==> src/rtl/fp_pkg.sv <==
// Shared single-precision format constants, field helpers and the divider state encoding.
package fp_pkg;

    localparam int unsigned ExpW  = 8;
    localparam int unsigned ManW  = 23;
    localparam int unsigned WordW = 1 + ExpW + ManW;

    // Exponent bias for a given exponent field width.
    function automatic int unsigned bias_of(input int unsigned exp_w);
        return (32'd1 << (exp_w - 1)) - 32'd1;
    endfunction

    localparam int unsigned Bias = bias_of(ExpW);

    localparam logic [WordW-1:0] QNAN    = 32'h7FC00000;
    localparam logic [WordW-1:0] POS_INF = 32'h7F800000;

    function automatic logic fp_sign(input logic [WordW-1:0] w);
        return w[WordW-1];
    endfunction

    function automatic logic [ExpW-1:0] fp_exp(input logic [WordW-1:0] w);
        return w[WordW-2:ManW];
    endfunction

    function automatic logic [ManW-1:0] fp_frac(input logic [WordW-1:0] w);
        return w[ManW-1:0];
    endfunction

    typedef enum logic [2:0] {
        StIdle,
        StUnpack,
        StDivide,
        StRound,
        StDone
    } div_state_e;

endpackage

==> src/rtl/fp_div_mant_core.sv <==
// Iterative restoring mantissa divider: one quotient bit per cycle, MSB first.
// The load cycle already performs the first iteration so the full quotient is
// ready MAN_W+3 edges after load.
module fp_div_mant_core #(
    parameter int unsigned MAN_W = 23
) (
    input  logic             clk_i,
    input  logic             rst_ni,
    input  logic             load_i,
    input  logic [MAN_W:0]   ma_i,
    input  logic [MAN_W:0]   mb_i,
    output logic [MAN_W+2:0] q_o,
    output logic             rem_nz_o,
    output logic             finished_o
);

    localparam int unsigned Iters = MAN_W + 3;
    localparam int unsigned CntW  = $clog2(Iters + 1);

    // Partial remainder is always < 2*mb, so MAN_W+2 bits hold it.
    logic [MAN_W+1:0] r_q, r_d, r_in, r_sub, mb_ext;
    logic [MAN_W+2:0] q_q, q_d, q_in;
    logic [CntW-1:0]  cnt_q, cnt_d;
    logic             q_bit;

    assign mb_ext = {1'b0, mb_i};

    // One compare/subtract/shift step whenever loading or iterations remain.
    always_comb begin
        r_d   = r_q;
        q_d   = q_q;
        cnt_d = cnt_q;
        r_in  = load_i ? {1'b0, ma_i} : r_q;
        q_in  = load_i ? '0 : q_q;
        q_bit = 1'b0;
        r_sub = r_in;
        if (load_i || (cnt_q != '0)) begin
            if (r_in >= mb_ext) begin
                q_bit = 1'b1;
                r_sub = r_in - mb_ext;
            end
            // r_sub < mb here, so the shift never loses a bit.
            r_d   = r_sub << 1;
            q_d   = (q_in << 1) | {{(MAN_W + 2){1'b0}}, q_bit};
            cnt_d = load_i ? CntW'(Iters - 1) : cnt_q - CntW'(1);
        end
    end

    // Remainder, quotient and iteration counter registers.
    always_ff @(posedge clk_i or negedge rst_ni) begin
        if (!rst_ni) begin
            r_q   <= '0;
            q_q   <= '0;
            cnt_q <= '0;
        end else begin
            r_q   <= r_d;
            q_q   <= q_d;
            cnt_q <= cnt_d;
        end
    end

    assign q_o        = q_q;
    assign rem_nz_o   = (r_q != '0);
    assign finished_o = (cnt_q == '0) && !load_i;

endmodule

==> src/rtl/fp_divider_iterative.sv <==
// Iterative IEEE-754 divider: start/busy/done handshake, RNE rounding, flush-to-zero.
module fp_divider_iterative
    import fp_pkg::*;
#(
    parameter int unsigned EXP_W = ExpW,
    parameter int unsigned MAN_W = ManW
) (
    input  logic                   clk_i,
    input  logic                   rst_ni,
    input  logic                   start_i,
    input  logic [EXP_W+MAN_W:0]   a_i,
    input  logic [EXP_W+MAN_W:0]   b_i,
    output logic                   busy_o,
    output logic                   done_o,
    output logic [EXP_W+MAN_W:0]   result_o,
    output logic                   overflow_o,
    output logic                   underflow_o,
    output logic                   inf_o,
    output logic                   nan_o,
    output logic                   div_by_zero_o
);

    localparam int unsigned W   = 1 + EXP_W + MAN_W;
    localparam int unsigned ESW = EXP_W + 2;

    localparam logic signed [ESW-1:0] BiasS    = ESW'(bias_of(EXP_W));
    localparam logic signed [ESW-1:0] ExpMaxS  = ESW'((32'd1 << EXP_W) - 32'd1);
    localparam logic signed [ESW-1:0] ExpZeroS = '0;
    localparam logic signed [ESW-1:0] OneS     = ESW'(1);

    localparam logic [W-1:0] QnanW  = {1'b0, {EXP_W{1'b1}}, 1'b1, {(MAN_W - 1){1'b0}}};
    localparam logic [W-2:0] InfMag = {{EXP_W{1'b1}}, {MAN_W{1'b0}}};

    div_state_e state_q, state_d;

    logic [W-1:0]           a_q, a_d, b_q, b_d;
    logic                   sign_q, sign_d;
    logic signed [ESW-1:0]  exp_q, exp_d;
    logic [W-1:0]           result_q, result_d;
    logic                   ovf_q, ovf_d, uf_q, uf_d, inf_q, inf_d;
    logic                   nan_q, nan_d, dbz_q, dbz_d;

    // Operand fields of the captured operands.
    logic                   sa, sb;
    logic [EXP_W-1:0]       ea, eb;
    logic [MAN_W-1:0]       fa, fb;
    logic                   a_nan, a_inf, a_zero, b_nan, b_inf, b_zero;

    assign sa = a_q[W-1];
    assign sb = b_q[W-1];
    assign ea = a_q[W-2:MAN_W];
    assign eb = b_q[W-2:MAN_W];
    assign fa = a_q[MAN_W-1:0];
    assign fb = b_q[MAN_W-1:0];

    // Exponent zero is treated as zero regardless of fraction (FTZ on inputs).
    assign a_zero = (ea == '0);
    assign b_zero = (eb == '0);
    assign a_nan  = (&ea) && (fa != '0);
    assign b_nan  = (&eb) && (fb != '0);
    assign a_inf  = (&ea) && (fa == '0);
    assign b_inf  = (&eb) && (fb == '0);

    // Mantissa divider core.
    logic             core_load, core_finished, core_rem_nz;
    logic [MAN_W+2:0] core_q;

    fp_div_mant_core #(
        .MAN_W(MAN_W)
    ) u_core (
        .clk_i     (clk_i),
        .rst_ni    (rst_ni),
        .load_i    (core_load),
        .ma_i      ({1'b1, fa}),
        .mb_i      ({1'b1, fb}),
        .q_o       (core_q),
        .rem_nz_o  (core_rem_nz),
        .finished_o(core_finished)
    );

    // Special-case classification, in priority order.
    logic         is_special, spec_inf, spec_nan, spec_dbz;
    logic [W-1:0] spec_result;
    logic         sign_x;

    always_comb begin
        sign_x      = sa ^ sb;
        is_special  = 1'b1;
        spec_result = '0;
        spec_inf    = 1'b0;
        spec_nan    = 1'b0;
        spec_dbz    = 1'b0;
        if (a_nan || b_nan || (a_zero && b_zero) || (a_inf && b_inf)) begin
            spec_result = QnanW;
            spec_nan    = 1'b1;
        end else if (b_zero && !a_inf) begin
            spec_result = {sign_x, InfMag};
            spec_inf    = 1'b1;
            spec_dbz    = 1'b1;
        end else if (a_inf) begin
            spec_result = {sign_x, InfMag};
            spec_inf    = 1'b1;
        end else if (a_zero || b_inf) begin
            spec_result = {sign_x, {(W - 1){1'b0}}};
        end else begin
            is_special = 1'b0;
        end
    end

    // Normalize the raw quotient, round to nearest even, then range-check.
    logic [MAN_W:0]        mant;
    logic [MAN_W+1:0]      mant_inc;
    logic [MAN_W-1:0]      frac_fin;
    logic                  guard, sticky, round_up;
    logic signed [ESW-1:0] e_adj, e_fin;
    logic [W-1:0]          rnd_result;
    logic                  rnd_ovf, rnd_uf;

    always_comb begin
        if (core_q[MAN_W+2]) begin
            mant   = core_q[MAN_W+2:2];
            guard  = core_q[1];
            sticky = core_q[0] | core_rem_nz;
            e_adj  = exp_q;
        end else begin
            mant   = core_q[MAN_W+1:1];
            guard  = core_q[0];
            sticky = core_rem_nz;
            e_adj  = exp_q - OneS;
        end
        round_up = guard & (sticky | mant[0]);
        mant_inc = {1'b0, mant} + {{(MAN_W + 1){1'b0}}, round_up};
        if (mant_inc[MAN_W+1]) begin
            // Carry out means the mantissa became exactly 2.0.
            frac_fin = mant_inc[MAN_W:1];
            e_fin    = e_adj + OneS;
        end else begin
            frac_fin = mant_inc[MAN_W-1:0];
            e_fin    = e_adj;
        end
        rnd_ovf = 1'b0;
        rnd_uf  = 1'b0;
        if (e_fin >= ExpMaxS) begin
            rnd_result = {sign_q, InfMag};
            rnd_ovf    = 1'b1;
        end else if (e_fin <= ExpZeroS) begin
            rnd_result = {sign_q, {(W - 1){1'b0}}};
            rnd_uf     = 1'b1;
        end else begin
            rnd_result = {sign_q, e_fin[EXP_W-1:0], frac_fin};
        end
    end

    // Control FSM next state and registered-output next values.
    always_comb begin
        state_d   = state_q;
        a_d       = a_q;
        b_d       = b_q;
        sign_d    = sign_q;
        exp_d     = exp_q;
        result_d  = result_q;
        ovf_d     = ovf_q;
        uf_d      = uf_q;
        inf_d     = inf_q;
        nan_d     = nan_q;
        dbz_d     = dbz_q;
        core_load = 1'b0;
        unique case (state_q)
            StIdle: begin
                if (start_i) begin
                    a_d     = a_i;
                    b_d     = b_i;
                    state_d = StUnpack;
                end
            end
            StUnpack: begin
                sign_d = sign_x;
                if (is_special) begin
                    result_d = spec_result;
                    ovf_d    = 1'b0;
                    uf_d     = 1'b0;
                    inf_d    = spec_inf;
                    nan_d    = spec_nan;
                    dbz_d    = spec_dbz;
                    state_d  = StDone;
                end else begin
                    exp_d     = $signed({2'b00, ea}) - $signed({2'b00, eb}) + BiasS;
                    core_load = 1'b1;
                    state_d   = StDivide;
                end
            end
            StDivide: begin
                if (core_finished) begin
                    state_d = StRound;
                end
            end
            StRound: begin
                result_d = rnd_result;
                ovf_d    = rnd_ovf;
                uf_d     = rnd_uf;
                inf_d    = rnd_ovf;
                nan_d    = 1'b0;
                dbz_d    = 1'b0;
                state_d  = StDone;
            end
            StDone: begin
                state_d = StIdle;
            end
            default: begin
                state_d = StIdle;
            end
        endcase
    end

    // State, operand and result registers.
    always_ff @(posedge clk_i or negedge rst_ni) begin
        if (!rst_ni) begin
            state_q  <= StIdle;
            a_q      <= '0;
            b_q      <= '0;
            sign_q   <= 1'b0;
            exp_q    <= '0;
            result_q <= '0;
            ovf_q    <= 1'b0;
            uf_q     <= 1'b0;
            inf_q    <= 1'b0;
            nan_q    <= 1'b0;
            dbz_q    <= 1'b0;
        end else begin
            state_q  <= state_d;
            a_q      <= a_d;
            b_q      <= b_d;
            sign_q   <= sign_d;
            exp_q    <= exp_d;
            result_q <= result_d;
            ovf_q    <= ovf_d;
            uf_q     <= uf_d;
            inf_q    <= inf_d;
            nan_q    <= nan_d;
            dbz_q    <= dbz_d;
        end
    end

    assign busy_o        = (state_q != StIdle);
    assign done_o        = (state_q == StDone);
    assign result_o      = result_q;
    assign overflow_o    = ovf_q;
    assign underflow_o   = uf_q;
    assign inf_o         = inf_q;
    assign nan_o         = nan_q;
    assign div_by_zero_o = dbz_q;

endmodule

==> config.mk <==
export PLATFORM = sky130hd
export DESIGN_NAME = fp_divider_iterative
export DESIGN_NICKNAME = d
export VERILOG_FILES = /design/src/rtl/fp_pkg.sv /design/src/rtl/fp_div_mant_core.sv /design/src/rtl/fp_divider_iterative.sv
export SDC_FILE = /design/constraint.sdc
export NUM_CORES = 1
export LEC_CHECK = 0
export ABC_AREA = 1
export BUFFER_PORTS_ARGS = -buffer_cell sky130_fd_sc_hd__buf_2
export CAP_MARGIN = 15
export CORE_UTILIZATION = 30
export CTS_CLUSTER_SIZE = 25
export DETAILED_ROUTE_END_ITERATION = 7
export GPL_TIMING_DRIVEN = 0
export PLACE_DENSITY = 0.44
export SETUP_SLACK_MARGIN = 0.02
export SYNTH_ARGS = -nofsm -noshare
export SYNTH_HDL_FRONTEND = slang
export SYNTH_SLANG_ARGS = --single-unit
==> constraint.sdc <==
create_clock -name clk_i -period 8 [get_ports clk_i]
set_clock_uncertainty 0.05 [all_clocks]
set_input_delay 0.4 -clock clk_i [delete_from_list [all_inputs] [get_ports clk_i]]
set_output_delay 0.4 -clock clk_i [all_outputs]
set_load 0.1 [all_outputs]
-- Word level (Yosys, flattened, before mapping)
Cells that the tools add are included.
Widths: inputs -> output; s select.
- eq/ne operators: 7
- order comparisons: 3
- add/subtract/negate cells: 7
- muxes and demuxes: 48
- divide/modulo/power cells: 0
- reduce and logical (&&, ||, !) cells: 33
- bitwise gates (word level): 6
- shifts and indexed selects: 0
- multiply operators: 0
- operators with widths (kind ; count):
    $mux 32 ; 5
    $pmux 32 s2 ; 1
    $mux 31 ; 2
    $mux 25 ; 2
    $mux 24 ; 2
    $logic_not 23->1 ; 2
    $reduce_bool 23->1 ; 2
    $or 26x1->26 ; 1
    $add 24x1->25 ; 1
    $ge 25x24->1 ; 1
    $reduce_bool 25->1 ; 1
    $sub 24x24->24 ; 1
    $mux 1 ; 23
    $mux 23 ; 1
    $mux 10 ; 2
    $logic_not 8->1 ; 2
    $reduce_and 8->1 ; 2
    $pmux 3 s4 ; 1
    $add 10x2->10 const B ; 1
    $add 9x8->10 const B ; 1
    $ge 10x9->1 const B ; 1
    $le 10x1->1 const B ; 1
    $pmux 1 s2 ; 5
    $sub 10x2->10 const B ; 1
    other kinds (21) ; 42
- output and inout bits: 39
- memories kept: 0
- input port bits: 67
- latch bits: 0
- register bits after elaboration: 170
- memory bits (read-only): 0
- word-level logic and storage cells: 118
- memory bits (writable): 0

-- Depth between registers and ports, before layout
Gate-level depths: netlist of run 1.
- depth in word-level cells: 14
- mapped depth: 28
- depth with buffers taken out: 27

-- Cells and area by module
From an unflattened synthesis of run 1, not the netlist that was laid out.
- cell total of the unflattened synthesis: 1659
- area total of the unflattened synthesis: 11877.6 sq um
- by module, submodules not included (module ; cells each ; area each (sq um) ; sequential area each (sq um) ; times used):
    fp_divider_iterative ; 884 ; 7039.3 ; 2877.8 ; 1
    fp_div_mant_core ; 775 ; 4838.4 ; 1376.3 ; 1

-- Worst setup path before layout of run 1
No wires, ideal clock.
- path kind: register to register
- start point: register a_q[24]
- end point: register u_core.r_q[23]
- slack: 4097 ps
- buffers on the path: 1
- setup time: 116 ps
- data arrival time: 3736 ps
- required time: 7834 ps
- cell stages (with the launch flop): 26
- period minus slack after synthesis: 3903 ps
- cell sequence: dfrtp_1 -> inv_1 -> nor4_1 -> nand4_1 -> nand2_1 -> nor2_1 -> nand3_1 -> clkinv_1 -> or2_2 -> o21ai_0 -> inv_1 -> ha_1 -> nand2_1 -> nor2_1 -> inv_1 -> o21ai_0 -> nand2_1 -> nand3_1 -> nand3_1 -> nand3_1 -> nand2_1 -> nand2_1 -> clkbuf_1 -> nand2_1 -> nand2_1 -> nand2_1
- cells in the longest elaborated chain, start to end: 11
- elaborated cells between the ends (all ways): 23
- those cells by class: add/sub: 1; order compare: 1; mux: 8; reduce/logical: 13
- RTL lines (element ; RTL line ; source):
    start: declaration ; fp_divider_iterative.sv:36 ; logic [W-1:0] a_q, a_d, b_q, b_d;
    start signal: assignment ; fp_divider_iterative.sv:219 ; a_q <= '0;
    start signal: assignment ; fp_divider_iterative.sv:231 ; a_q <= a_d;
    $logic_not 8->1 / $reduce_and 8->1 (equally long branches) ; fp_divider_iterative.sv:57, fp_divider_iterative.sv:59, fp_divider_iterative.sv:61 ;
    $logic_or 1x1->1 (tied with other cells) ; fp_divider_iterative.sv:103 ; end else if (a_zero || b_inf) begin
    $mux 1 (tied with other cells) ; fp_divider_iterative.sv:103 ;
    $mux 1 (tied with other cells) ; fp_divider_iterative.sv:100 ; end else if (a_inf) begin
    $mux 1 / $logic_or 1x1->1 (equally long branches) ; fp_divider_iterative.sv:96, fp_divider_iterative.sv:93 ;
    $mux 1 * ; fp_divider_iterative.sv:93 ; if (a_nan || b_nan || (a_zero && b_zero) || (a_inf && b_inf)) begin
    $mux 1 * ; fp_divider_iterative.sv:178 ; if (is_special) begin
    $mux 1 * ; fp_divider_iterative.sv:168 ; unique case (state_q)
    $mux 25 ; fp_div_mant_core.sv:33 ; r_in = load_i ? {1'b0, ma_i} : r_q;
    $sub 24x24->24 / $ge 25x24->1 (equally long branches) ; fp_div_mant_core.sv:40, fp_div_mant_core.sv:38 ;
    $mux 24 ; fp_div_mant_core.sv:38 ; if (r_in >= mb_ext) begin
    end signal: assignment ; fp_div_mant_core.sv:56 ; r_q <= r_d;
    end: declaration ; fp_div_mant_core.sv:21 ; logic [MAN_W+1:0] r_q, r_d, r_in, r_sub, mb_ext;
Mark *: on every way between the ends. The rest lies on a longest branch, timed or not.
A chain may end at the register's enable or synchronous reset.

-- Worst setup path after layout of run 1
- start point: register a_q[16]
- end point: register u_core.r_q[5]
- cells in the longest elaborated chain, start to end: 11
- elaborated cells between the ends (all ways): 20
- those cells by class: add/sub: 1; order compare: 1; mux: 7; reduce/logical: 11
- RTL lines (element ; RTL line):
    $logic_not 23->1 / $reduce_bool 23->1 (equally long branches) ; fp_divider_iterative.sv:61, fp_divider_iterative.sv:59
    $logic_and 1x1->1 (on tied branches) ; fp_divider_iterative.sv:61, fp_divider_iterative.sv:59
    $logic_not 1->1 / $logic_or 1x1->1 (equally long branches) ; fp_divider_iterative.sv:96, fp_divider_iterative.sv:93
    $logic_and 1x1->1 / $logic_or 1x1->1 (equally long branches) ; fp_divider_iterative.sv:96, fp_divider_iterative.sv:93
    $mux 1 / $logic_or 1x1->1 (equally long branches) ; fp_divider_iterative.sv:96, fp_divider_iterative.sv:93
    $mux 1 ; fp_divider_iterative.sv:93
    $mux 1 ; fp_divider_iterative.sv:178
    $mux 1 ; fp_divider_iterative.sv:168
    $mux 25 ; fp_div_mant_core.sv:33
    $sub 24x24->24 / $ge 25x24->1 (equally long branches) ; fp_div_mant_core.sv:40, fp_div_mant_core.sv:38
    $mux 24 ; fp_div_mant_core.sv:38
Several ways; a longest one is shown, not always the timed one.

==> flow_summary.html, run 1 <==
<table>
<tr><th>Metric</th><th>Value</th></tr>
<tr><th colspan="2">Status</th></tr>
<tr><td>Outcome</td><td>finished, final reports clean</td></tr>
<tr><th colspan="2">Clock tree</th></tr>
<tr><td>Post-CTS setup buffer count</td><td>0</td></tr>
<tr><td>Cell at the root of the clock tree</td><td>sky130_fd_sc_hd__clkbuf_16</td></tr>
<tr><td>Sinks on the clock net</td><td>170</td></tr>
<tr><td>Clock-pin slew reported for the worst setup and hold paths after clock tree synthesis</td><td>~0.070 ns</td></tr>
<tr><td>Clock tree from TritonCTS</td><td>built</td></tr>
<tr><td>Clock latency reported for the late side of the worst-skew pair</td><td>0.45 ns</td></tr>
<tr><td>H-tree levels</td><td>4</td></tr>
<tr><td>Number of buffers created by CTS</td><td>17</td></tr>
<tr><td>Number of buffers on the longest clock path</td><td>2</td></tr>
<tr><th colspan="2">Power and ir drop</th></tr>
<tr><td>Net load switching power</td><td>about 3400 uW</td></tr>
<tr><td>Cell Pwr Density</td><td>approximately 500 nW/um2</td></tr>
<tr><td>Internal power of the cells</td><td>2940 uW</td></tr>
<tr><td>Comb power frac</td><td>63.7%</td></tr>
<tr><td>Switching share of power</td><td>between 50% and 60%</td></tr>
<tr><td>Proportion of power drawn by flip-flops and latches</td><td>around a quarter</td></tr>
<tr><td>Clock network power share</td><td>about an eighth</td></tr>
<tr><td>Highest ir drop seen on vdd</td><td>~0.18 mV</td></tr>
<tr><td>Static leakage</td><td>0.00645 uW</td></tr>
<tr><th colspan="2">STA</th></tr>
<tr><td>Setup-violating endpoint count in the final report</td><td>0</td></tr>
<tr><td>Max Slew Vio Count</td><td>0</td></tr>
<tr><td>Setup TNS</td><td>0 ns</td></tr>
<tr><td>Tightest slew margin relative to the limit</td><td>~42%</td></tr>
<tr><td>Final Hold Vio Count</td><td>0</td></tr>
<tr><td>Worst hold slack</td><td>between 0.1 and 0.15 ns</td></tr>
<tr><td>Final critical delay including setup and external delays</td><td>about 6.0 ns</td></tr>
<tr><td>Share of the clock period used by the worst path after layout</td><td>approximately 75%</td></tr>
<tr><td>PnR worst setup slack</td><td>between 1.5 and 2 ns</td></tr>
<tr><td>Slew at the pin with the worst max-slew slack</td><td>between 0.8 and 0.9 ns</td></tr>
<tr><td>RSZ-0062 raised after global routing</td><td>false</td></tr>
<tr><td>Fmax achieved</td><td>166 MHz</td></tr>
<tr><th colspan="2">Synth</th></tr>
<tr><td>Mean post-synth cell area</td><td>~7.2 um2</td></tr>
<tr><td>Number of synthesized flops with an enable pin</td><td>0</td></tr>
<tr><td>Yosys reg bits</td><td>170</td></tr>
<tr><td>Distinct cell type count of the synthesized netlist</td><td>47</td></tr>
<tr><td>Ys Warns</td><td>0</td></tr>
<tr><td>Most area-hungry cell type in the Yosys netlist</td><td>sky130_fd_sc_hd__dfrtp_1</td></tr>
<tr><td>Most used standard cells in the synthesized netlist</td><td>sky130_fd_sc_hd__nand2_1, sky130_fd_sc_hd__inv_1, sky130_fd_sc_hd__nor2_1</td></tr>
<tr><td>Main synth FF type</td><td>sky130_fd_sc_hd__dfrtp_1</td></tr>
<tr><td>Proportion of netlist area held by the largest area contributor</td><td>approximately two fifths</td></tr>
<tr><td>Summed instance area of the synthesized netlist</td><td>around 11,000 um2</td></tr>
<tr><td>Post-synth net total</td><td>around 1,600</td></tr>
<tr><td>Synth area leaders</td><td>sky130_fd_sc_hd__dfrtp_1, sky130_fd_sc_hd__nand2_1, sky130_fd_sc_hd__inv_1, sky130_fd_sc_hd__nor2_1, sky130_fd_sc_hd__nand3_1</td></tr>
<tr><td>Dominant cell by count in the synthesized netlist</td><td>sky130_fd_sc_hd__nand2_1</td></tr>
<tr><td>Ys async rst share</td><td>100%</td></tr>
<tr><td>Post-synthesis sequential area ratio</td><td>38.5%</td></tr>
<tr><td>Cell count after synthesis</td><td>between 1,500 and 2,000</td></tr>
<tr><th colspan="2">Global routing</th></tr>
<tr><td>Congestion Overflow GR</td><td>0</td></tr>
<tr><td>GRT Util Overall</td><td>between 10% and 20%</td></tr>
<tr><td>Largest net degree at the start of global routing</td><td>roughly 110</td></tr>
<tr><td>First-pass GRT wire length</td><td>~56 mm</td></tr>
<tr><td>Initial antenna violation count</td><td>0</td></tr>
<tr><td>Number of global-route vias before repair</td><td>~10,000</td></tr>
<tr><th colspan="2">Routing</th></tr>
<tr><td>Starting DRT DRC Count</td><td>roughly 670</td></tr>
<tr><td>Wire length per cell after detailed routing</td><td>roughly 16 um</td></tr>
<tr><td>Via count of the routed design</td><td>10,300</td></tr>
<tr><td>Number of routed nets with antenna violations</td><td>0</td></tr>
<tr><td>DRC errors left</td><td>0</td></tr>
<tr><td>Detailed-route vias per instance</td><td>about 4.8</td></tr>
<tr><td>Detailed Route WL</td><td>about 35 mm</td></tr>
<tr><td>First-pass iteration count of the detailed router</td><td>7</td></tr>
<tr><th colspan="2">Worst setup path</th></tr>
<tr><td>Launch point of the worst path</td><td>a_q[16]$_DFFE_PN0P_</td></tr>
<tr><td>WP data required</td><td>8.33 ns</td></tr>
<tr><td>Critical Path Start Type</td><td>register</td></tr>
<tr><td>Critical R2R Capture</td><td>u_core.r_q[5]$_DFFE_PN0N_</td></tr>
<tr><td>Number of cells on the worst reg-to-reg path</td><td>25</td></tr>
<tr><td>Arrival time reported for the critical path endpoint</td><td>~6.4 ns</td></tr>
<tr><td>Start of the worst register-to-register path</td><td>a_q[16]$_DFFE_PN0P_</td></tr>
<tr><td>Category of the critical setup timing path</td><td>reg2reg</td></tr>
<tr><td>Flop-to-flop setup slack</td><td>1.97 ns</td></tr>
<tr><td>Worst setup path endpoint</td><td>u_core.r_q[5]$_DFFE_PN0N_</td></tr>
<tr><td>Critical path peak fanout</td><td>10</td></tr>
<tr><td>Crit. End Element</td><td>register</td></tr>
<tr><th colspan="2">Placed design</th></tr>
<tr><td>Number of I/O port buffers</td><td>~110</td></tr>
<tr><td>Final weighted congestion of routability-driven global placement</td><td>roughly 0.91</td></tr>
<tr><td>Post-placement cell area</td><td>around 12,000 um2</td></tr>
<tr><td>DPL Wire Length</td><td>around 27 mm</td></tr>
<tr><td>Post-Place Worst Slack</td><td>1.91 ns</td></tr>
<tr><th colspan="2">Finish</th></tr>
<tr><td>Area delta synth-&gt;final</td><td>15.5%</td></tr>
<tr><td>Post-route cell area</td><td>12,800 um2</td></tr>
<tr><td>Antenna diode instance count</td><td>0</td></tr>
<tr><td>Fraction of layout instances using a drive strength above 1</td><td>13.3%</td></tr>
<tr><td>Nets</td><td>roughly 1,800</td></tr>
<tr><td>Share of the core filled with cells</td><td>a little over a third</td></tr>
<tr><th colspan="2">Die</th></tr>
<tr><td>Number of core rows</td><td>69</td></tr>
<tr><td>Die area</td><td>between 30,000 and 40,000 um2</td></tr>
<tr><td>Number of top-level design ports</td><td>between 100 and 150</td></tr>
<tr><td>Y dimension of the die</td><td>194 um</td></tr>
<tr><td>Core Region</td><td>about 36,000 um2</td></tr>
<tr><td>Horizontal extent of the die</td><td>just under 200 um</td></tr>
<tr><td>Initial Utilization</td><td>a little under a third</td></tr>
<tr><th colspan="2">Hold path</th></tr>
<tr><td>Launch point of the worst hold path</td><td>a_i[26]</td></tr>
<tr><td>Worst min path class</td><td>in2reg</td></tr>
<tr><th colspan="2">Run</th></tr>
<tr><td>Max-cap violations</td><td>0</td></tr>
</table>
[area by class of cell]
| cell class | count | area [um2] |
|---|---|---|
| multi-input cells | 1119 | 5790 |
| clock buffers | 20 | 447 |
| well taps | 461 | 577 |
| inverters | 195 | 734 |
| flip-flops and latches | 170 | 4250 |
| fillers | 3948 | 23100 |
| repair buffers | 107 | 573 |
| clock inverters | 12 | 115 |
| plain buffers | 51 | 278 |
[how the worst min path moves through the flow]
stage	end	slack [ns]	cells after the start
after floorplan	a_q[0]$_DFFE_PN0P_	0.05	0
after global routing	a_q[0]$_DFFE_PN0P_	0.11	2
after global placement	result_o[2]$_DFFE_PN0P_	0.41	2
after CTS	a_q[26]$_DFFE_PN0P_	0.10	2
final	a_q[26]$_DFFE_PN0P_	0.13	2
after detailed placement	a_q[18]$_DFFE_PN0P_	0.36	1
[cells in the final DEF, fill, tap and decap left out, drive strengths merged]
| cell | Yosys | layout |
|---|---|---|
| a21oi | 96 | 96 |
| inv | 193 | 197 |
| dfrtp | 170 | 170 |
| buf | 23 | 129 |
| a211oi | 1 | 1 |
| dlygate4sd3 | 0 | 1 |
| o311a | 1 | 1 |
| o21a | 3 | 3 |
| o211ai | 5 | 5 |
| xnor2 | 14 | 14 |
| nor3 | 17 | 17 |
| nor3b | 1 | 1 |
| nor4 | 21 | 21 |
| xor2 | 31 | 31 |
| bufinv | 0 | 1 |
| nor2 | 192 | 192 |
| o21ai | 94 | 94 |
| nand3 | 107 | 107 |
| clkinv | 2 | 3 |
| a31oi | 23 | 23 |
| ha | 38 | 38 |
| clkinvlp | 0 | 6 |
| nand3b | 5 | 5 |
| a21boi | 1 | 1 |
| a21o | 2 | 2 |
| fa | 2 | 2 |
| clkbuf | 28 | 48 |
| o21bai | 5 | 5 |
| nand4 | 29 | 29 |
| o22ai | 3 | 3 |
| mux2 | 16 | 16 |
| nand2 | 404 | 404 |
| or2 | 8 | 8 |
[flip-flops by register name (all words and copies together) (netlist names), 3 cells and up]
register and flops:
state_q 3, result_o 32, u_core.r_q 24, a_q 32
u_core.q_o 26, exp_q 10, b_q 32, u_core.cnt_q 5
[critical path, stage by stage, from the launching register on]
cell                       delay, ns
sky130_fd_sc_hd__dfrtp_1        0.36
sky130_fd_sc_hd__inv_1          0.12
sky130_fd_sc_hd__nand4_1        0.14
sky130_fd_sc_hd__nor4_1         0.65
sky130_fd_sc_hd__nand4_1        0.35
sky130_fd_sc_hd__nand2_1        0.14
sky130_fd_sc_hd__nor2_1         0.08
sky130_fd_sc_hd__nand3_1        0.36
sky130_fd_sc_hd__clkinv_1       0.47
sky130_fd_sc_hd__or2_2          0.40
sky130_fd_sc_hd__o21ai_0        0.11
sky130_fd_sc_hd__inv_1          0.11
sky130_fd_sc_hd__ha_1           0.36
sky130_fd_sc_hd__nand2_1        0.12
sky130_fd_sc_hd__nor2_1         0.13
sky130_fd_sc_hd__inv_1          0.06
sky130_fd_sc_hd__nor3_1         0.27
sky130_fd_sc_hd__nand3_1        0.15
sky130_fd_sc_hd__nand3_1        0.15
sky130_fd_sc_hd__nand3_1        0.08
sky130_fd_sc_hd__nand3_1        0.17
sky130_fd_sc_hd__nand2_1        0.10
sky130_fd_sc_hd__nand2_1        0.26
sky130_fd_sc_hd__clkbuf_1       0.45
sky130_fd_sc_hd__nand3_1        0.18
sky130_fd_sc_hd__nand3_1        0.13
[power by group through the flow]
stage               logic [uW]  registers (uW)  clock network [uW]
floorplan                 2650            1870                   0
global placement          4040            1510                   0
detailed placement        4070            1510                   0
CTS                       4090            1490                 848
global route              4540            1540                 879
finish                    4060            1490                 820
[repair_timing]
| action | 4_1_cts | 5_1_grt |
|---|---|---|
| resized for setup | 0 | 0 |
| endpoints found under the hold margin | 64 | 0 |
| hold buffers | 1 | 0 |
[metal layers]
layer	track usage, %	wire [um]	vias up
li1	-	-	5216
met1	26.8	17500	4868
met2	30.4	15600	170
met3	3.13	1110	20
met4	4.35	416	0
met5	0	0	-
[cells by family after synthesis]
kind of cell / after synthesis / share of synthesized area [%]
buf+inv: 246 / 9.15
xor+xnor: 45 / 3.56
mux: 16 / 1.63
simple gates: 784 / 31.0
fa+ha+maj: 40 / 4.66
compound gates: 234 / 11.5
flops: 170 / 38.5
[metrics by stage]
step           instances  total power (uW)
4_1_cts             2135              6430
5_1_grt             2135              6960
6_report            2135              6380
3_5_place_dp        2102              5570
2_1_floorplan       1535              4520
3_3_place_gp        2101              5550
Note: power is estimated with default switching activity, not from simulation.
==> run 2: changes to the inputs <==
--- a/config.mk
+++ b/config.mk
@@ -5,14 +5,14 @@
 export SDC_FILE = /design/constraint.sdc
 export NUM_CORES = 1
 export LEC_CHECK = 0
-export ABC_AREA = 1
+export ABC_AREA = 0
 export BUFFER_PORTS_ARGS = -buffer_cell sky130_fd_sc_hd__buf_2
 export CAP_MARGIN = 15
 export CORE_UTILIZATION = 30
 export CTS_CLUSTER_SIZE = 25
 export DETAILED_ROUTE_END_ITERATION = 7
 export GPL_TIMING_DRIVEN = 0
-export PLACE_DENSITY = 0.44
+export PLACE_DENSITY = 0.46
 export SETUP_SLACK_MARGIN = 0.02
 export SYNTH_ARGS = -nofsm -noshare
 export SYNTH_HDL_FRONTEND = slang
==> constraint.sdc (replaced) <==
create_clock -name clk_i -period 5.47 [get_ports clk_i]
set_clock_uncertainty 0.05 [all_clocks]
set_input_delay 0.2735 -clock clk_i [delete_from_list [all_inputs] [get_ports clk_i]]
set_output_delay 0.2735 -clock clk_i [all_outputs]
set_load 0.1 [all_outputs]
==> run 2 against run 1 <==
Against the previous run:
- synthesized cell count fell by 20%
- critical path depth fell by 7
- core utilization rose by 1.2 points
- first-iteration DRC count fell by 30%
- setup slack got worse by 1.6 ns
- clock power rose by 43%
- non-clock buffer count rose by 72
- maximum frequency rose by 18%
- die area fell by 2.3%
- power rose by 49%
- critical endpoint is now u_core.r_q[13]$_DFFE_PN0N_
==> flow_summary.html, run 2 <==
<table>
<tr><th>Metric</th><th>Value</th></tr>
<tr><th colspan="2">Synth</th></tr>
<tr><td>Main synth FF type</td><td>sky130_fd_sc_hd__dfrtp_1</td></tr>
<tr><td>Post-synthesis sequential area ratio</td><td>39.4% (+0.90 points)</td></tr>
<tr><td>Yosys reg bits</td><td>170 (unchanged)</td></tr>
<tr><td>Summed instance area of the synthesized netlist</td><td>10,800 um2 (-2.3%)</td></tr>
<tr><td>Number of synthesized flops with an enable pin</td><td>0 (unchanged)</td></tr>
<tr><td>Most area-hungry cell type in the Yosys netlist</td><td>sky130_fd_sc_hd__dfrtp_1</td></tr>
<tr><td>Mean post-synth cell area</td><td>8.81 um2 (+22%)</td></tr>
<tr><td>Post-synth net total</td><td>1,334 (-19%)</td></tr>
<tr><td>Ys async rst share</td><td>100% (unchanged)</td></tr>
<tr><td>Proportion of netlist area held by the largest area contributor</td><td>39.4% (+0.90 points)</td></tr>
<tr><td>Ys Warns</td><td>0 (unchanged)</td></tr>
<tr><td>Dominant cell by count in the synthesized netlist</td><td>sky130_fd_sc_hd__nand2_1</td></tr>
<tr><td>Synth area leaders</td><td>sky130_fd_sc_hd__dfrtp_1, sky130_fd_sc_hd__nand2_1, sky130_fd_sc_hd__o21ai_0, sky130_fd_sc_hd__ha_1, sky130_fd_sc_hd__mux2_2</td></tr>
<tr><td>Distinct cell type count of the synthesized netlist</td><td>80 (+70%)</td></tr>
<tr><td>Cell count after synthesis</td><td>1,227 (-20%)</td></tr>
<tr><td>Most used standard cells in the synthesized netlist</td><td>sky130_fd_sc_hd__nand2_1, sky130_fd_sc_hd__dfrtp_1, sky130_fd_sc_hd__o21ai_0</td></tr>
<tr><th colspan="2">Global routing</th></tr>
<tr><td>Largest net degree at the start of global routing</td><td>88 (-18%)</td></tr>
<tr><td>Initial antenna violation count</td><td>1 (+1)</td></tr>
<tr><td>GRT Util Overall</td><td>18.3% (-0.79 points)</td></tr>
<tr><td>Congestion Overflow GR</td><td>0 (unchanged)</td></tr>
<tr><td>First-pass GRT wire length</td><td>51.9 mm (-7.7%)</td></tr>
<tr><td>Number of global-route vias before repair</td><td>9,327 (-8.4%)</td></tr>
<tr><th colspan="2">Routing</th></tr>
<tr><td>DRC errors left</td><td>0 (unchanged)</td></tr>
<tr><td>First-pass iteration count of the detailed router</td><td>5 (-2)</td></tr>
<tr><td>Via count of the routed design</td><td>9,429 (-8.2%)</td></tr>
<tr><td>Wire length per cell after detailed routing</td><td>17.3 um (+6.6%)</td></tr>
<tr><td>Detailed-route vias per instance</td><td>5.03 (+4.5%)</td></tr>
<tr><td>Number of routed nets with antenna violations</td><td>0 (unchanged)</td></tr>
<tr><td>Starting DRT DRC Count</td><td>473 (-30%)</td></tr>
<tr><td>Detailed Route WL</td><td>32.5 mm (-6.4%)</td></tr>
<tr><th colspan="2">Die</th></tr>
<tr><td>Horizontal extent of the die</td><td>192 um (-1.1%)</td></tr>
<tr><td>Y dimension of the die</td><td>192 um (-1.1%)</td></tr>
<tr><td>Number of top-level design ports</td><td>106 (unchanged)</td></tr>
<tr><td>Die area</td><td>36,800 um2 (-2.3%)</td></tr>
<tr><td>Core Region</td><td>35,500 um2 (-1.2%)</td></tr>
<tr><td>Initial Utilization</td><td>30.5% (-0.33 points)</td></tr>
<tr><td>Number of core rows</td><td>69 (unchanged)</td></tr>
<tr><th colspan="2">Clock tree</th></tr>
<tr><td>Cell at the root of the clock tree</td><td>sky130_fd_sc_hd__clkbuf_16</td></tr>
<tr><td>Clock-pin slew reported for the worst setup and hold paths after clock tree synthesis</td><td>0.07 ns (about the same)</td></tr>
<tr><td>H-tree levels</td><td>4 (unchanged)</td></tr>
<tr><td>Number of buffers on the longest clock path</td><td>2 (unchanged)</td></tr>
<tr><td>Number of buffers created by CTS</td><td>17 (unchanged)</td></tr>
<tr><td>Sinks on the clock net</td><td>170 (unchanged)</td></tr>
<tr><td>Clock tree from TritonCTS</td><td>built</td></tr>
<tr><td>Clock latency reported for the late side of the worst-skew pair</td><td>0.45 ns (about the same)</td></tr>
<tr><td>Post-CTS setup buffer count</td><td>0 (unchanged)</td></tr>
<tr><th colspan="2">STA</th></tr>
<tr><td>RSZ-0062 raised after global routing</td><td>true</td></tr>
<tr><td>Final Hold Vio Count</td><td>0 (unchanged)</td></tr>
<tr><td>Worst hold slack</td><td>0.0185 ns (-0.111 ns)</td></tr>
<tr><td>Share of the clock period used by the worst path after layout</td><td>93.4% (+18 points)</td></tr>
<tr><td>Setup-violating endpoint count in the final report</td><td>0 (unchanged)</td></tr>
<tr><td>Slew at the pin with the worst max-slew slack</td><td>0.977 ns (+0.108 ns)</td></tr>
<tr><td>Max Slew Vio Count</td><td>0 (unchanged)</td></tr>
<tr><td>Final critical delay including setup and external delays</td><td>5.11 ns (-0.921 ns)</td></tr>
<tr><td>Setup TNS</td><td>0 ns (unchanged)</td></tr>
<tr><td>Tightest slew margin relative to the limit</td><td>34.0% (-8.1 points)</td></tr>
<tr><td>Fmax achieved</td><td>196 MHz (+18%)</td></tr>
<tr><th colspan="2">Finish</th></tr>
<tr><td>Number of filler cells placed in the layout</td><td>3,664 (-7.2%)</td></tr>
<tr><td>Nets</td><td>1,509 (-15%)</td></tr>
<tr><td>Most frequent cells in the layout</td><td>sky130_fd_sc_hd__nand2_1, sky130_fd_sc_hd__dfrtp_1, sky130_fd_sc_hd__buf_2</td></tr>
<tr><td>Leading cell type in the layout, fill and taps excluded</td><td>sky130_fd_sc_hd__nand2_1</td></tr>
<tr><td>Fraction of layout instances using a drive strength above 1</td><td>16.3% (+3.1 points)</td></tr>
<tr><td>Area delta synth-&gt;final</td><td>20.5%</td></tr>
<tr><td>Final Instance Count excl. Fillers</td><td>1,875 (-12%)</td></tr>
<tr><th colspan="2">Power and ir drop</th></tr>
<tr><td>Static leakage</td><td>0.00576 uW (-11%)</td></tr>
<tr><td>Highest ir drop seen on vdd</td><td>0.581 mV (+230%)</td></tr>
<tr><td>Cell Pwr Density</td><td>731 nW/um2 (+46%)</td></tr>
<tr><th colspan="2">Placed design</th></tr>
<tr><td>Number of I/O port buffers</td><td>105 (unchanged)</td></tr>
<tr><td>Cell Count Post-Placement</td><td>1,794 (-15%)</td></tr>
<tr><td>DPL Wire Length</td><td>24.9 mm (-9.1%)</td></tr>
<tr><td>Final weighted congestion of routability-driven global placement</td><td>0.844 (-7.3%)</td></tr>
<tr><th colspan="2">Worst setup path</th></tr>
<tr><td>Crit. End Element</td><td>register</td></tr>
<tr><td>Critical path peak fanout</td><td>10 (unchanged)</td></tr>
<tr><td>Stage delay of the slowest cell on the critical path</td><td>0.58 ns (-0.07 ns)</td></tr>
<tr><td>Category of the critical setup timing path</td><td>reg2reg</td></tr>
<tr><td>Arrival time reported for the critical path endpoint</td><td>5.36 ns (-1.00 ns)</td></tr>
<tr><td>Critical Path Start Type</td><td>register</td></tr>
<tr><td>Sequence of cells on the critical path</td><td>nand4_1 &gt; or4_1 &gt; nand4_1 &gt; nand2b_1 &gt; clkbuf_2 &gt; buf_2 &gt; nand2_1 &gt; nand2_1 &gt; ha_1 &gt; nor2b_1 &gt; o211ai_1 &gt; a31oi_1 &gt; o211ai_1 &gt; a21boi_0 &gt; nor2_1 &gt; o221a_2 &gt; buf_1 &gt; o21ai_0</td></tr>
<tr><td>Slowest cell on the critical path</td><td>sky130_fd_sc_hd__or4_1</td></tr>
<tr><td>Number of cells on the worst reg-to-reg path</td><td>18 (-28%)</td></tr>
<tr><td>WP data required</td><td>5.72 ns (-2.61 ns)</td></tr>
<tr><th colspan="2">Hold path</th></tr>
<tr><td>Hold Path Cell Cnt</td><td>2 (unchanged)</td></tr>
<tr><td>Worst min path class</td><td>in2reg</td></tr>
<tr><th colspan="2">Run</th></tr>
<tr><td>Max-cap violations</td><td>0 (unchanged)</td></tr>
<tr><th colspan="2">Status</th></tr>
<tr><td>Outcome</td><td>finished, final reports clean</td></tr>
</table>
run 2: cell count changes after synthesis, sizes merged, moves of 26 or more:
cell / change
xnor2: +38
a21oi: -38
nor2: -150
inv: -138
nand3: -81
mux2: +26
nand2: -157
run 2: final cells by class:
class                           instances  area [um2]  area share, %
Inverter                               55         206           1.59
Sequential cell                       170        4250           32.7
Multi-Input combinational cell        928        6020           46.2
Buffer                                 72         337           2.58
Clock inverter                         13         121          0.932
Timing Repair Buffer                  158        1090           8.34
Clock buffer                           17         425           3.27
Tap cell                              461         577           4.43
Antenna cell                            1        2.50         0.0192
run 2: timing repair:
| action | in CTS | in global routing |
|---|---|---|
| hold endpoints to repair | 133 | 0 |
| hold buffers | 51 | 0 |
| endpoints found under the setup margin | 55 | 22 |
| gates cloned | 0 | 0 |
| gates resized for setup | 4 | 9 |
run 2: critical path: cells and delay by family (launching register included):
kind	cells	cell delay, ns
compound gates	6	1.34
fa+ha+maj	1	0.26
buf+inv	3	1.04
flops	1	0.42
simple gates	8	1.85
run 2: metal layers:
| layer | track usage [%] | vias to the layer above | wire length (um) |
|---|---|---|---|
| li1 | - | 4699 | - |
| met1 | 24.3 | 4521 | 15500 |
| met2 | 30.2 | 170 | 15300 |
| met3 | 2.98 | 39 | 1000 |
| met4 | 5.59 | 0 | 658 |
| met5 | 0 | - | 0 |
run 2: power by group:
part	total (uW)	internal (uW)	switching [uW]
sequential	2300	1850	455
combinational	6050	2210	3840
clock	1170	625	547
total	9530	4680	4850
run 2: path summary, 6_finish.rpt:
kind                            slack (ns)                         end           startpoint
worst min register to register        0.42           nan_o$_DFFE_PN0P_    nan_o$_DFFE_PN0P_
worst max-delay path                  0.36  u_core.r_q[13]$_DFFE_PN0N_  b_q[23]$_DFFE_PN0P_
max in group asynchronous             4.14  u_core.r_q[12]$_DFFE_PN0N_               rst_ni
worst min-delay path                  0.02         a_q[18]$_DFFE_PN0P_              a_i[18]
worst max register to register        0.36  u_core.r_q[13]$_DFFE_PN0N_  b_q[23]$_DFFE_PN0P_
min in group asynchronous             0.36    result_o[25]$_DFFE_PN0P_               rst_ni
run 2: metrics by stage:
step	power, uW	util (%)	area (um2)	worst slack (ns)
CTS	9600	36.7	13000	0.130
detailed placement	8350	33.7	11900	-0.660
global placement	8310	33.6	11900	-0.653
floorplan	6900	-	10800	0.757
global route	10300	36.7	13000	-0.0357
finish	9530	36.7	13000	0.359
run 2: logic make-up (layout without fill, tap and decap cells):
logic type,Yosys count,in the layout,share of synthesized area [%]
adder cells (fa/ha/maj),40,40,4.77
buffers and inverters,129,315,5.01
other,0,1,0
AO/OA/AOI/OAI,297,297,18.2
flip-flops,170,170,39.4
multiplexers,58,58,5.86
XOR/XNOR,81,81,6.63
AND/OR/NAND/NOR,452,452,20.2
==> run 3: changes to the inputs <==
--- a/config.mk
+++ b/config.mk
@@ -8,11 +8,11 @@
 export ABC_AREA = 0
 export BUFFER_PORTS_ARGS = -buffer_cell sky130_fd_sc_hd__buf_2
 export CAP_MARGIN = 15
-export CORE_UTILIZATION = 30
+export CORE_UTILIZATION = 55
 export CTS_CLUSTER_SIZE = 25
 export DETAILED_ROUTE_END_ITERATION = 7
 export GPL_TIMING_DRIVEN = 0
-export PLACE_DENSITY = 0.46
+export PLACE_DENSITY = 0.76
 export SETUP_SLACK_MARGIN = 0.02
 export SYNTH_ARGS = -nofsm -noshare
 export SYNTH_HDL_FRONTEND = slang
==> run 3 against run 2 <==
Against the previous run:
- the flow now finishes with violations (hold timing)
- setup slack improved by 0.015 ns
- highest routed layer unchanged
- die area fell by 45%
- maximum frequency rose by 0.30%
- critical path depth rose by 1
- wire length fell by 15%
- first-iteration DRC count rose by 47%
- worst hold slack got worse by 0.019 ns
- core utilization rose by 28 points
==> flow_summary.html, run 3 (synthesized netlist as in run 2, its figures left out) <==
<table>
<tr><th>Metric</th><th>Value</th></tr>
<tr><th colspan="2">Status</th></tr>
<tr><td>Outcome</td><td>finished, violations left</td></tr>
<tr><td>Violations in the final reports</td><td>hold timing</td></tr>
<tr><th colspan="2">STA</th></tr>
<tr><td>Setup-violating endpoint count in the final report</td><td>0 (unchanged)</td></tr>
<tr><td>Worst hold slack</td><td>-0.000350 ns (-0.0189 ns)</td></tr>
<tr><td>Fmax achieved</td><td>196 MHz (+0.30%)</td></tr>
<tr><td>Final critical delay including setup and external delays</td><td>5.10 ns (-0.0153 ns)</td></tr>
<tr><td>Setup TNS</td><td>0 ns (unchanged)</td></tr>
<tr><td>Tightest slew margin relative to the limit</td><td>29.6% (-4.4 points)</td></tr>
<tr><td>Slew at the pin with the worst max-slew slack</td><td>1.03 ns (+0.0531 ns)</td></tr>
<tr><td>RSZ-0062 raised after global routing</td><td>false</td></tr>
<tr><td>Final Hold Vio Count</td><td>1 (+1)</td></tr>
<tr><td>Share of the clock period used by the worst path after layout</td><td>93.2% (-0.28 points)</td></tr>
<tr><td>Max Slew Vio Count</td><td>0 (unchanged)</td></tr>
<tr><th colspan="2">Clock tree</th></tr>
<tr><td>Clock latency reported for the late side of the worst-skew pair</td><td>0.44 ns (about the same)</td></tr>
<tr><td>Sinks on the clock net</td><td>170 (unchanged)</td></tr>
<tr><td>H-tree levels</td><td>4 (unchanged)</td></tr>
<tr><td>Clock-pin slew reported for the worst setup and hold paths after clock tree synthesis</td><td>0.07 ns (about the same)</td></tr>
<tr><td>Number of buffers created by CTS</td><td>17 (unchanged)</td></tr>
<tr><td>Clock tree from TritonCTS</td><td>built</td></tr>
<tr><td>Cell at the root of the clock tree</td><td>sky130_fd_sc_hd__clkbuf_16</td></tr>
<tr><td>Number of buffers on the longest clock path</td><td>2 (unchanged)</td></tr>
<tr><th colspan="2">Worst setup path</th></tr>
<tr><td>Critical Path Start Type</td><td>register</td></tr>
<tr><td>Category of the critical setup timing path</td><td>reg2reg</td></tr>
<tr><td>Critical path peak fanout</td><td>10 (unchanged)</td></tr>
<tr><td>Arrival time reported for the critical path endpoint</td><td>5.39 ns (+0.03 ns)</td></tr>
<tr><td>Crit. End Element</td><td>register</td></tr>
<tr><td>WP data required</td><td>5.77 ns (+0.05 ns)</td></tr>
<tr><th colspan="2">Finish</th></tr>
<tr><td>Fraction of layout instances using a drive strength above 1</td><td>16.8% (+0.45 points)</td></tr>
<tr><td>Antenna diode instance count</td><td>0 (-1)</td></tr>
<tr><td>Number of filler cells placed in the layout</td><td>1,623 (-56%)</td></tr>
<tr><td>Area delta synth-&gt;final</td><td>14.4%</td></tr>
<tr><td>Nets</td><td>1,463 (-3.0%)</td></tr>
<tr><td>Most frequent cells in the layout</td><td>sky130_fd_sc_hd__nand2_1, sky130_fd_sc_hd__dfrtp_1, sky130_fd_sc_hd__buf_2</td></tr>
<tr><td>Share of the core filled with cells</td><td>65.2% (+28 points)</td></tr>
<tr><td>Leading cell type in the layout, fill and taps excluded</td><td>sky130_fd_sc_hd__nand2_1</td></tr>
<tr><td>Final Instance Count excl. Fillers</td><td>1,629 (-13%)</td></tr>
<tr><th colspan="2">Routing</th></tr>
<tr><td>Detailed Route WL</td><td>27.5 mm (-15%)</td></tr>
<tr><td>DRC errors left</td><td>0 (unchanged)</td></tr>
<tr><td>Number of routed nets with antenna violations</td><td>0 (unchanged)</td></tr>
<tr><td>Via count of the routed design</td><td>9,505 (+0.81%)</td></tr>
<tr><td>First-pass iteration count of the detailed router</td><td>5 (unchanged)</td></tr>
<tr><td>Detailed-route vias per instance</td><td>5.83 (+16%)</td></tr>
<tr><td>Starting DRT DRC Count</td><td>693 (+47%)</td></tr>
<tr><td>Wire length per cell after detailed routing</td><td>16.9 um (-2.7%)</td></tr>
<tr><th colspan="2">Die</th></tr>
<tr><td>Horizontal extent of the die</td><td>142 um (-26%)</td></tr>
<tr><td>Number of top-level design ports</td><td>106 (unchanged)</td></tr>
<tr><td>Die area</td><td>20,200 um2 (-45%)</td></tr>
<tr><td>Number of core rows</td><td>50 (-28%)</td></tr>
<tr><td>Core Region</td><td>19,000 um2 (-47%)</td></tr>
<tr><td>Y dimension of the die</td><td>142 um (-26%)</td></tr>
<tr><td>Initial Utilization</td><td>57.0% (+27 points)</td></tr>
<tr><th colspan="2">Placed design</th></tr>
<tr><td>Final weighted congestion of routability-driven global placement</td><td>0.928 (+10%)</td></tr>
<tr><td>DPL Wire Length</td><td>20.7 mm (-17%)</td></tr>
<tr><td>Number of I/O port buffers</td><td>105 (unchanged)</td></tr>
<tr><td>Cell Count Post-Placement</td><td>1,593 (-11%)</td></tr>
<tr><th colspan="2">Global routing</th></tr>
<tr><td>First-pass GRT wire length</td><td>45.4 mm (-13%)</td></tr>
<tr><td>Congestion Overflow GR</td><td>0 (unchanged)</td></tr>
<tr><td>Initial antenna violation count</td><td>0 (-1)</td></tr>
<tr><td>Largest net degree at the start of global routing</td><td>109 (+24%)</td></tr>
<tr><td>Number of global-route vias before repair</td><td>8,865 (-5.0%)</td></tr>
<tr><td>GRT Util Overall</td><td>28.6% (+10 points)</td></tr>
<tr><th colspan="2">Run</th></tr>
<tr><td>Max-cap violations</td><td>0 (unchanged)</td></tr>
<tr><th colspan="2">Hold path</th></tr>
<tr><td>Worst min path class</td><td>in2reg</td></tr>
</table>
## run 3: final timing paths
check / from / cells after the start / slack, ns / endpoint
setup / recovery: b_q[23]$_DFFE_PN0P_ / 19 / 0.37 / u_core.r_q[15]$_DFFE_PN0N_
hold / removal: b_i[27] / 3 / -0.0004 / b_q[27]$_DFFE_PN0P_
setup reg to reg: b_q[23]$_DFFE_PN0P_ / 19 / 0.37 / u_core.r_q[15]$_DFFE_PN0N_
hold reg to reg: nan_o$_DFFE_PN0P_ / 2 / 0.42 / nan_o$_DFFE_PN0P_
max in group asynchronous: rst_ni / 3 / 4.11 / u_core.r_q[19]$_DFFE_PN0N_
min in group asynchronous: rst_ni / 2 / 0.32 / result_o[26]$_DFFE_PN0P_
## run 3: layer usage
metal	global-route usage [%]	share of wire, %
met5	0	0
met4	10.5	2.9
met3	4.17	5.0
met2	47.5	48
met1	38.0	45
## run 3: metrics by stage
step	setup slack [ns]	area, um2
6_report	0.374	12400
5_1_grt	0.0338	12400
3_5_place_dp	-0.421	11700
4_1_cts	0.0831	12400
2_1_floorplan	0.757	10800
3_3_place_gp	-0.396	11700
## run 3: repair_timing
action	CTS	global route
endpoints found under the setup margin	33	39
resized for setup	0	7
pin swaps	0	0
hold endpoints to repair	68	0
hold buffers	7	0
buffers inserted	0	0
## run 3: cell type report
cell class	count	area, um2	area share [%]
multi-input combinational	928	6020	48.7
sequential	170	4250	34.4
timing repair buffer	113	633	5.12
clock buffer	21	480	3.89
buffer	71	329	2.66
tap	260	325	2.63
inverter	55	206	1.67
clock inverter	11	113	0.911
## run 3: worst max-delay path, cell delays in order (launching register included)
cell                       delay [ns]
sky130_fd_sc_hd__dfrtp_1         0.42
sky130_fd_sc_hd__nand4_1         0.13
sky130_fd_sc_hd__or4_1           0.57
sky130_fd_sc_hd__nand4_1         0.26
sky130_fd_sc_hd__nand2b_1        0.22
sky130_fd_sc_hd__clkbuf_2        0.29
sky130_fd_sc_hd__clkbuf_2        0.32
sky130_fd_sc_hd__nand2_1         0.09
sky130_fd_sc_hd__nand2_1         0.14
sky130_fd_sc_hd__ha_1            0.26
sky130_fd_sc_hd__nor2b_1         0.15
sky130_fd_sc_hd__o211ai_1        0.23
sky130_fd_sc_hd__a31oi_1         0.19
sky130_fd_sc_hd__o211ai_1        0.27
sky130_fd_sc_hd__a21boi_0        0.18
sky130_fd_sc_hd__nor2_1          0.28
sky130_fd_sc_hd__o21a_1          0.25
sky130_fd_sc_hd__clkbuf_1        0.44
sky130_fd_sc_hd__a22oi_1         0.13
sky130_fd_sc_hd__o21ai_0         0.12
Power of run 3 is left out: the tool's default activity adds up to more than one toggle a clock period on the data nets, which glitch-free logic cannot reach.
